==> config.mk <==
export PLATFORM = sky130hd
export DESIGN_NAME = branch_predictor_btb
export DESIGN_NICKNAME = d
export VERILOG_FILES = /design/src/rtl/lc3b_types.sv /design/src/rtl/sat_counter.sv /design/src/rtl/branch_predictor_btb.sv
export SDC_FILE = /design/constraint.sdc
export NUM_CORES = 1
export LEC_CHECK = 0
export ABC_CLOCK_PERIOD_IN_PS = 5400
export CAP_MARGIN = 0
export CORE_ASPECT_RATIO = 1.25
export CORE_MARGIN = 4
export CORE_UTILIZATION = 56
export CTS_BUF_LIST = sky130_fd_sc_hd__clkbuf_8
export CTS_CLUSTER_DIAMETER = 40
export DETAILED_ROUTE_END_ITERATION = 12
export PLACE_DENSITY = 0.88
export SLEW_MARGIN = 25
export SYNTH_ARGS = -nofsm -noshare
export SYNTH_HDL_FRONTEND = slang
export SYNTH_SLANG_ARGS = --single-unit
==> constraint.sdc <==
create_clock -name clk -period 5.4 [get_ports clk]
set_input_delay 1.08 -clock clk [delete_from_list [all_inputs] [get_ports clk]]
set_output_delay 1.08 -clock clk [all_outputs]
set_load 0.01 [all_outputs]
==> src/rtl/lc3b_types.sv <==
// Shared BTB types: the per-entry record and the default table depth.
package lc3b_types;

  localparam int BP_DEFAULT_ENTRIES = 16;
  localparam int BP_TAG_MAX         = 13;
  localparam int BP_CTR_MAX         = 4;

  // Fields are sized for the smallest table and widest counter; narrower configs zero-extend.
  typedef struct packed {
    logic                  valid;
    logic [BP_TAG_MAX-1:0] tag;
    logic [15:0]           target;
    logic [BP_CTR_MAX-1:0] counter;
  } lc3b_bp_entry;

  function automatic logic [15:0] pc_plus2(input logic [15:0] pc);
    return pc + 16'd2;
  endfunction

endpackage

==> src/rtl/sat_counter.sv <==
// Next-value logic for one saturating direction counter; purely combinational.
// Priority: set-max, then set-weak (MSB only), then increment, then decrement.
module sat_counter #(
  parameter int W = 2
) (
  input  logic [W-1:0] cnt_i,
  input  logic         inc_i,
  input  logic         dec_i,
  input  logic         set_max_i,
  input  logic         set_weak_i,
  output logic [W-1:0] cnt_o
);

  always_comb begin
    cnt_o = cnt_i;
    if (set_max_i) begin
      cnt_o = '1;
    end else if (set_weak_i) begin
      cnt_o        = '0;
      cnt_o[W-1]   = 1'b1;
    end else if (inc_i && (cnt_i != '1)) begin
      cnt_o = cnt_i + 1'b1;
    end else if (dec_i && (cnt_i != '0)) begin
      cnt_o = cnt_i - 1'b1;
    end
  end

endmodule

==> src/rtl/branch_predictor_btb.sv <==
// Direct-mapped BTB with saturating direction counters: zero-latency lookup, update at next edge.
// Optional statistics counters under BP_STATS_EN; no backpressure, stall suppresses updates.
module branch_predictor_btb
  import lc3b_types::*;
#(
  parameter int ENTRIES   = BP_DEFAULT_ENTRIES,
  parameter int CTR_WIDTH = 2
) (
  input  logic        clk,
  input  logic        rst,
  input  logic [15:0] fetch_pc,
  output logic        pred_taken,
  output logic [15:0] pred_target,
  input  logic        stall,
  input  logic        upd_valid,
  input  logic        upd_uncond,
  input  logic [15:0] upd_pc,
  input  logic        upd_taken,
  input  logic [15:0] upd_target,
  input  logic        upd_pred_taken,
  input  logic [15:0] upd_pred_target,
  output logic        mispredict,
  output logic [15:0] redirect_pc,
  output logic [31:0] stat_branches,
  output logic [31:0] stat_mispredicts
);

  localparam int IDX = $clog2(ENTRIES);

  lc3b_bp_entry tbl_q [ENTRIES];

  logic [IDX-1:0]        f_idx;
  logic [BP_TAG_MAX-1:0] f_tag;
  lc3b_bp_entry          f_ent;
  logic                  f_hit;

  logic [IDX-1:0]        u_idx;
  logic [BP_TAG_MAX-1:0] u_tag;
  lc3b_bp_entry          u_ent;
  logic                  u_hit;
  logic                  upd;
  logic                  tbl_we;
  logic [CTR_WIDTH-1:0]  ctr_d;
  lc3b_bp_entry          ent_d;
  logic                  unused_ctr_hi;

  // Lookup: fetch side reads pre-update contents, no bypass from the update port.
  assign f_idx       = fetch_pc[IDX:1];
  assign f_tag       = BP_TAG_MAX'(fetch_pc[15:IDX+1]);
  assign f_ent       = tbl_q[f_idx];
  assign f_hit       = f_ent.valid && (f_ent.tag == f_tag);
  assign pred_taken  = f_hit && f_ent.counter[CTR_WIDTH-1];
  assign pred_target = pred_taken ? f_ent.target : pc_plus2(fetch_pc);

  assign u_idx = upd_pc[IDX:1];
  assign u_tag = BP_TAG_MAX'(upd_pc[15:IDX+1]);
  assign u_ent = tbl_q[u_idx];
  assign u_hit = u_ent.valid && (u_ent.tag == u_tag);
  assign upd   = upd_valid && !stall;

  assign mispredict  = upd && ((upd_taken != upd_pred_taken) ||
                               (upd_taken && (upd_target != upd_pred_target)));
  assign redirect_pc = upd_taken ? upd_target : pc_plus2(upd_pc);

  assign unused_ctr_hi = ^{f_ent.counter, u_ent.counter};

  sat_counter #(.W(CTR_WIDTH)) u_ctr (
    .cnt_i      (u_ent.counter[CTR_WIDTH-1:0]),
    .inc_i      (u_hit && upd_taken),
    .dec_i      (u_hit && !upd_taken),
    .set_max_i  (upd_uncond),
    .set_weak_i (!u_hit && upd_taken),
    .cnt_o      (ctr_d)
  );

  // A not-taken miss leaves the table alone; everything else writes the indexed entry.
  assign tbl_we = upd && (u_hit || upd_taken);

  always_comb begin
    ent_d                         = u_ent;
    ent_d.counter                 = '0;
    ent_d.counter[CTR_WIDTH-1:0]  = ctr_d;
    if (upd_taken) begin
      ent_d.target = upd_target;
    end
    if (!u_hit) begin
      ent_d.valid = 1'b1;
      ent_d.tag   = u_tag;
    end
  end

  always_ff @(posedge clk) begin
    if (rst) begin
      for (int i = 0; i < ENTRIES; i++) begin
        tbl_q[i].valid   <= 1'b0;
        tbl_q[i].counter <= '0;
      end
    end else if (tbl_we) begin
      tbl_q[u_idx] <= ent_d;
    end
  end

`ifdef BP_STATS_EN
  logic [31:0] stat_br_q, stat_br_d;
  logic [31:0] stat_mp_q, stat_mp_d;

  always_comb begin
    stat_br_d = stat_br_q;
    stat_mp_d = stat_mp_q;
    if (upd) begin
      stat_br_d = stat_br_q + 32'd1;
      if (mispredict) begin
        stat_mp_d = stat_mp_q + 32'd1;
      end
    end
  end

  always_ff @(posedge clk) begin
    if (rst) begin
      stat_br_q <= '0;
      stat_mp_q <= '0;
    end else begin
      stat_br_q <= stat_br_d;
      stat_mp_q <= stat_mp_d;
    end
  end

  assign stat_branches    = stat_br_q;
  assign stat_mispredicts = stat_mp_q;
`else
  assign stat_branches    = '0;
  assign stat_mispredicts = '0;
`endif

endmodule

# --- Yosys cells after proc, flatten, opt, wreduce, memory -nomap -nowiden ---
# Memory sizes are Yosys's and may differ from the RTL's.
# Index checks and enable logic that the tools add are counted.
op_classes:
  bitwise: 0
  eq_ne: 5
  n_addsub: 4
  n_shift: 0
  reduce_logical: 19
  n_div: 0
  n_mux: 16
  n_mul: 0
  order_cmp: 0
op_table:
  columns: ["operator", "count"]
  rows:
  - ["$mux 16", 3]
  - ["$add 16x2->16 const B", 2]
  - ["$mux 32", 1]
  - ["$reduce_or 32->1", 1]
  - ["$eq 13x11->1", 2]
  - ["$ne 16x16->1", 1]
  - ["$mux 14", 1]
  - ["$logic_and 1x1->1", 12]
  - ["$mux 2", 5]
  - ["$mux 1", 5]
  - ["$mux 4", 1]
  - ["$logic_not 1->1", 3]
  - ["$add 2x1->2 const B", 1]
  - ["$logic_or 1x1->1", 2]
  - ["$ne 2x2->1 const B", 1]
  - ["$reduce_bool 2->1", 1]
  - ["$sub 2x1->2 const B", 1]
  - ["$ne 1x1->1", 1]
word_totals:
  wordCells: 45
  latch_bits: 0
  output_inout_bits: 98
  register_bits: 0
  mem_bits_ro: 0
  mem_bits_rw: 512
  inputBits: 71
  memories: 1
memory_table:
  columns: ["name", "words", "word_bits", "rd", "rd_clocked_by_memory_dff", "write_ports", "line_no", "rtl"]
  rows:
  - ["tbl_q", 16, 32, 2, 0, 16, "branch_predictor_btb.sv:30", "lc3b_bp_entry tbl_q [ENTRIES];"]

# --- Depth between registers and ports, before layout ---
# Gate-level depths: netlist (run 1).
# An unclocked memory read counts as a cell.
logic_depth:
  word_depth: 10
  depth_mapped: 14
  mapped_depth_nobuf: 8

# --- Modules after synthesis ---
# A second synthesis (run 1) with hierarchy kept.
hier_totals:
  cells_unflattened: 1532
  area_unflattened_um2: 26086.3
by_module_without_submodules:
  columns: ["module", "cells_each", "area_each_um2", "n_inst", "seq_area_each_um2"]
  rows:
  - ["branch_predictor_btb", 1519, 25974.9, 1, 15374.7]
  - ["sat_counter", 13, 111.4, 1, 0.0]

# --- Worst setup path before layout (run 1) ---
# OpenSTA, ideal clock, no wires.
synth_path:
  kind: "input to register"
  startpoint: "input port upd_pc[1]"
  endpoint: "memory tbl_q[1][10] (netlist name) (enable)"
  stages: 11
  path_buffers: 3
  path_slack_ns: 0.084
  setup_ns: 0.415
  required_ns: 4.985
  t_arrival_ns: 4.901
  cell_sequence: "buf_6 > buf_2 > mux4_2 > mux2i_1 > xnor2_1 > o2111ai_1 > or4_4 > a211oi_4 > o21ai_1 > clkbuf_1 > nor2_1"
synth_lines:
  columns: ["item", "line_no", "rtl"]
  rows:
  - ["start: declaration", "branch_predictor_btb.sv:17", "input logic [15:0] upd_pc,"]
  - ["end: declaration", "branch_predictor_btb.sv:30", null]

# --- Worst setup path after layout (run 1) ---
layout_path:
  startpoint: "input port fetch_pc[1]"
  endpoint: "output port pred_target[10]"
layout_between:
  elab_chain_len: 5
  elab_cells_between_ends: 6
  classes_between: "add/sub: 1; eq/ne: 1; mux: 1; reduce/logical: 2; memory: 1"
layout_lines:
  columns: ["item", "line_no", "rtl"]
  rows:
  - ["start: declaration", "branch_predictor_btb.sv:11", "input logic [15:0] fetch_pc,"]
  - ["$mem_v2 16x32", null, null]
  - ["$eq 13x11->1", "branch_predictor_btb.sv:51", "assign f_hit = f_ent.valid && (f_ent.tag == f_tag);"]
  - ["$logic_and 1x1->1", "branch_predictor_btb.sv:51", null]
  - ["$logic_and 1x1->1", "branch_predictor_btb.sv:52", "assign pred_taken = f_hit && f_ent.counter[CTR_WIDTH-1];"]
  - ["$mux 16 *", "branch_predictor_btb.sv:53", "assign pred_target = pred_taken ? f_ent.target : pc_plus2(fetch_pc);"]
  - ["end: declaration", "branch_predictor_btb.sv:13", "output logic [15:0] pred_target,"]
# Every way passes the cells marked *; elsewhere a longest branch is shown, timed or not.

==> flow_metrics.tcl, run 1 <==
set metrics [dict create \
    wl_mm 75.2 \
    drcViolationCount 0 \
    grt_max_degree 57 \
    synth_cell_types 64 \
    die-area_um2 49400 \
    num_vias 16397 \
    hold_viol 0 \
    start_util 0.567 \
    setup_viol 0 \
    grt_util_all_layers 0.306 \
    yosysMostFrequentCell "edfxtp_1" \
    port_buffers 104 \
    slew_headroom 0.357 \
    post-route-period-util 0.981 \
    utilization 0.658 \
    post_drt_wl_per_cell_um 32.5 \
    syn_area_um2 25700 \
    synthTopCellsByCount "edfxtp_1, mux4_2, buf_4" \
    antenna_left 0 \
    path_cells "buf_8 -> buf_12 -> mux4_2 -> mux4_2 -> xor2_1 -> or3b_1 -> nor3_4 -> buf_4 -> buf_16 -> mux2_2 -> dlygate4sd2_1" \
    critPathRequiredTime_ns 4.32 \
    antenna_found_initial 3 \
    cp_slowest_cell "mux4_2" \
    dpl.hpwl_mm 48.6 \
    clockBufferDepth 3 \
    final_cells 2312 \
    root_buffer "clkbuf_8" \
    fp-row-count 87 \
    top_regs "tbl_q x512" \
    synth-seq-area-share 0.599 \
    numCtsBuffers 74 \
    die_h_um 247 \
    synth_ff_type "edfxtp_1" \
    drv_slew 0 \
    hold_ws_ns 1.22 \
    async_flop_share 0 \
    power_density_nw_per_um2 284 \
    clkSlewWorstSetupHoldPaths_ns 0.06 \
    drv_cap 0 \
    synth_area_leaders "edfxtp_1, mux4_2, buf_4" \
    cp_max_fo 11 \
    layout_setup_ws_ns 0.104 \
    clock-sinks 512 \
    ys.warnings.count 0 \
    leakagePower_uw 0.0101 \
    path_common_cell "mux4_2" \
    core-area_um2 45300 \
    gp_congestion 0.889 \
    crit_path_start_kind "primary input" \
    grt_pass1_wl_mm 109 \
    area_growth_syn_to_layout_pct 16.0 \
    netlist_instances 1437 \
    cts_tree "yes" \
    vias_per_cell 7.09 \
    top_register "tbl_q" \
    yosysTopAreaCellShare 0.599 \
    ys_seq_elements 512 \
    grt.overflow.total 0 \
    final_nets 1749 \
    die_x_um 200 \
    endpoint_kind "output port" \
    first_pass_iters 6 \
    tns_ns 0 \
    dp_slack_ns -0.0527 \
    grt_setup_unrepaired "false" \
    critPathMaxStageDelay_ns 0.53 \
    tightest_slew_ns 0.958 \
    ios 169 \
    drt_iter0_drc 2516 \
    min_path_type "primary input to register" \
    cts_hold_buf 0 \
    max_freq_mhz 189 \
    htree_levels 3 \
    grt_pass1_vias 16616 \
    status "finished clean" \
    skew_ns 0.0352 \
    largest_reg_flops 512 \
    yosysTopAreaCell "edfxtp_1" \
    ir_drop_uv 268 \
    crit_type "primary input to output port" \
    synth-edff-count 512 \
    dp_cells 2166 \
    synth.avg_cell_area_um2 17.9 \
    arrival_ns 4.22 \
    clk-insertion-delay-late_ns 0.65 \
    drive_above_1_share 0.338 \
    layout_min_cycle_time_ns 5.30 \
]
cells by family after synthesis:
| logic type | count (synthesis) | synth area share |
|---|---|---|
| flip-flops | 512 | 0.599 |
| multiplexers | 328 | 0.256 |
| buffers and inverters | 218 | 0.0449 |
| AND/OR/NAND/NOR | 181 | 0.0388 |
| AO/OA/AOI/OAI | 121 | 0.0348 |
| XOR/XNOR | 69 | 0.0235 |
| adder cells (fa/ha/maj) | 7 | 0.00341 |
| other | 1 | 0.000146 |
critical path, delay by kind of cell:
kind	cells	cell delay, ns
AND/OR/NAND/NOR	2	0.62
multiplexers	3	1.37
buffers and inverters	5	0.94
XOR/XNOR	1	0.20
layer usage:
| metal | part of all wire | wire length, um | GRT usage | vias to the layer above |
|---|---|---|---|---|
| met5 | 0 | 0 | 0 | - |
| met2 | 0.48 | 35900 | 0.490 | 1724 |
| li1 | - | - | - | 6255 |
| met1 | 0.31 | 23000 | 0.382 | 8064 |
| met4 | 0.072 | 5390 | 0.171 | 0 |
| met3 | 0.14 | 10900 | 0.0827 | 354 |
report_power, final:
| group | internal (uW) | switching [uW] | leakage [uW] |
|---|---|---|---|
| sequential | 4430 | 14.3 | 0.00466 |
| clock | 1550 | 1520 | 0.000802 |
| combinational | 428 | 535 | 0.00463 |
| total | 6410 | 2070 | 0.0101 |
stage by stage:
stage	instance area (um^2)	total power [uW]
6_report	29800	8480
5_1_grt	29800	8730
4_1_cts	29700	8460
3_5_place_dp	28200	5450
3_3_place_gp	28200	5420
2_1_floorplan	26000	5130
cell usage in the layout (no fill, tap or decap), types with 27 or more instances in the layout:
| cell type | instances |
|---|---|
| clkdlybuf4s50_1 | 79 |
| clkbuf_8 | 75 |
| mux2i_1 | 41 |
| xnor2_1 | 37 |
| buf_4 | 106 |
| mux2_2 | 27 |
| buf_12 | 28 |
| mux4_2 | 259 |
| conb_1 | 96 |
| nand2_1 | 40 |
| o21ai_0 | 27 |
| nor2_1 | 31 |
| edfxtp_1 | 512 |
| inv_1 | 60 |
cell type report:
| cell class | count | area [um^2] |
|---|---|---|
| well taps | 578 | 723 |
| clock buffers | 75 | 1030 |
| clock inverters | 60 | 403 |
| fillers | 2782 | 15500 |
| repair buffers | 239 | 2430 |
| diodes | 4 | 10.0 |
| inverters | 42 | 158 |
| multi-input cells | 802 | 9670 |
| flip-flops and latches | 512 | 15400 |
final timing paths:
kind / depth (start not counted) / slack, ns / endpoint / from
max: 11 / 0.10 / pred_target[10] / fetch_pc[1]
min: 2 / 1.22 / tbl_q[12][27] / upd_pc[14]
max reg2reg: 10 / 1.64 / tbl_q[14][13] / tbl_q[5][24]
min reg2reg: 5 / 1.28 / tbl_q[8][13] / tbl_q[6][13]
repair_timing:
item,CTS,global route
resized for setup,16,12
cloned,1,0
pin swaps,2,4
setup buffers,5,1
endpoints found under the setup margin,15,16
(Power assumes the default switching activity.)
==> inputs of run 2 (changes only) <==
--- a/config.mk
+++ b/config.mk
@@ -8,13 +8,12 @@
 export ABC_CLOCK_PERIOD_IN_PS = 5400
 export CAP_MARGIN = 0
 export CORE_ASPECT_RATIO = 1.25
-export CORE_MARGIN = 4
+export CORE_MARGIN = 2
 export CORE_UTILIZATION = 56
 export CTS_BUF_LIST = sky130_fd_sc_hd__clkbuf_8
 export CTS_CLUSTER_DIAMETER = 40
 export DETAILED_ROUTE_END_ITERATION = 12
 export PLACE_DENSITY = 0.88
-export SLEW_MARGIN = 25
 export SYNTH_ARGS = -nofsm -noshare
 export SYNTH_HDL_FRONTEND = slang
 export SYNTH_SLANG_ARGS = --single-unit
==> run 2 against run 1 <==
  * Routed wire length is 3.5% lower
  * First-iteration DRC count is 2.8% lower
  * Combinational power is 2.9% lower
  * Clock skew hardly changed
  * Sequential share of layout area is 0.30 points higher
  * Die area is 3.6% lower
  * Fmax is 1.2% lower
  * Highest routed layer is now met5
  * Critical path depth stayed put
  * Global-route usage is 0.14 points lower
  * Hold slack worse by 0.022 ns
  * Setup slack worse by 0.064 ns
  * Final area is 0.58% lower
==> flow_metrics.tcl, run 2 (synthesis results as in run 1) <==
set metrics [dict create \
    clkSlewWorstSetupHoldPaths_ns 0.07 \
    antenna_left 0 \
    path_common_cell "mux4_2" \
    numCtsBuffers 75 \
    drv_slew 0 \
    cp_max_fo 17 \
    grt.overflow.total 0 \
    max_freq_mhz 187 \
    crit_path_start_kind "primary input" \
    hold_depth 2 \
    cp_slowest_cell "mux4_2" \
    largest_reg_flops 512 \
    clockBufferDepth 3 \
    drive_above_1_share 0.326 \
    slew_headroom 0.315 \
    hold_path.startpoint "upd_pc[14]" \
    top_regs "tbl_q x512" \
    hold-path-endpoint "tbl_q[1][27]" \
    arrival_ns 4.28 \
    setup_viol 0 \
    reg2reg_to "tbl_q[12][21]" \
    rrSetupSlack_ns 1.60 \
    start_util 0.569 \
    post_drt_wl_per_cell_um 31.8 \
    vias_per_cell 7.07 \
    htree_levels 3 \
    final_cells 2286 \
    top_register "tbl_q" \
    clk-insertion-delay-late_ns 0.66 \
    die_x_um 196 \
    post-route-period-util 0.993 \
    status "finished clean" \
    crit_family "multiplexers" \
    drcViolationCount 0 \
    drv_cap 0 \
    port_buffers 104 \
    wl_mm 72.6 \
    dpl.hpwl_mm 45.9 \
    gp_congestion 0.907 \
    first_pass_iters 6 \
    drt_iter0_drc 2446 \
    path_cells "buf_16 -> mux4_2 -> mux4_2 -> xnor2_2 -> nand2_1 -> or3b_4 -> nor3_4 -> buf_12 -> clkbuf_16 -> mux2_2 -> clkdlybuf4s50_1" \
    area_growth_syn_to_layout_pct 15.4 \
    final_nets 1724 \
    cts_tree "yes" \
    dp_slack_ns -0.163 \
    dp_cells 2141 \
    layout.cells.most_common "edfxtp_1" \
    critPathRequiredTime_ns 4.32 \
    power_density_nw_per_um2 288 \
    ios 169 \
    grt_pass1_vias 16158 \
    fp-row-count 87 \
    layout_setup_ws_ns 0.0392 \
    antenna_found_initial 5 \
    grt_util_all_layers 0.305 \
    final_cell_mix "edfxtp_1, mux4_2, conb_1, clkdlybuf4s50_1, buf_4" \
    tightest_slew_ns 1.02 \
    leakagePower_uw 0.00999 \
    critPathMaxStageDelay_ns 0.53 \
    ir_drop_uv 264 \
    die-area_um2 47600 \
    core-area_um2 45200 \
    clock-sinks 512 \
    skew_ns 0.0356 \
    layout_min_cycle_time_ns 5.36 \
    grt_max_degree 68 \
    rr_startpoint "tbl_q[12][24]" \
    crit_type "primary input to output port" \
    rr_worst_depth 10 \
    die_h_um 243 \
    path_buf_inv 4 \
    hold_viol 0 \
    endpoint_kind "output port" \
    num_vias 16157 \
    min_path_type "primary input to register" \
    grt_pass1_wl_mm 104 \
    root_buffer "clkbuf_8" \
]
-- run 2: worst max-delay path by stage --
stage	startpoint	endpoint	slack, ns	cells past startpoint
6_report	fetch_pc[1]	pred_target[11]	0.04	11
5_1_grt	fetch_pc[1]	pred_target[11]	-0.02	11
4_1_cts	fetch_pc[1]	pred_target[9]	0.003	10
3_5_place_dp	fetch_pc[1]	pred_target[3]	-0.16	10
3_3_place_gp	fetch_pc[1]	pred_target[8]	-0.05	10
2_1_floorplan	upd_pc[1]	tbl_q[1][10]	0.08	11
-- run 2: routing by layer --
| layer | vias to the layer above | wire, um | track usage |
|---|---|---|---|
| met3 | 328 | 9430 | 0.0811 |
| li1 | 6208 | - | - |
| met2 | 1521 | 35300 | 0.499 |
| met4 | 8 | 4850 | 0.176 |
| met5 | - | 57 | 0 |
| met1 | 8092 | 22900 | 0.368 |
-- run 2: final cells by class --
cell class / count / area (um^2)
multi-input combinational: 802 / 9650
fill: 2799 / 15500
tap: 578 / 723
sequential: 512 / 15400
clock inverter: 61 / 427
inverter: 42 / 158
clock buffer: 77 / 1060
timing repair buffer: 213 / 2240
antenna: 1 / 2.50
-- run 2: power breakdown --
group          leakage (uW)  switching [uW]  internal [uW]
combinational       0.00449             520            416
clock              0.000837            1530           1630
sequential          0.00466            14.8           4430
total               0.00999            2060           6470
-- run 2: stage by stage --
stage                     area, um^2  power, uW   util  hold slack [ns]  setup TNS, ns
after detailed placement       28000       5430  0.619             1.25          -2.15
after floorplan                26000       5130      -             1.26              0
after global placement         28000       5400  0.619             1.23         -0.681
final                          29600       8530  0.656             1.20              0
after global routing           29600       8740  0.656             1.22        -0.0177
after CTS                      29500       8510  0.652             1.18              0
-- run 2: what timing repair did --
action | 4_1_cts | 5_1_grt
gates cloned | 0 | 1
setup buffers | 0 | 5
endpoints found under the setup margin | 16 | 13
hold buffers | 0 | 0
resized for setup | 7 | 20
pin swaps | 0 | 1
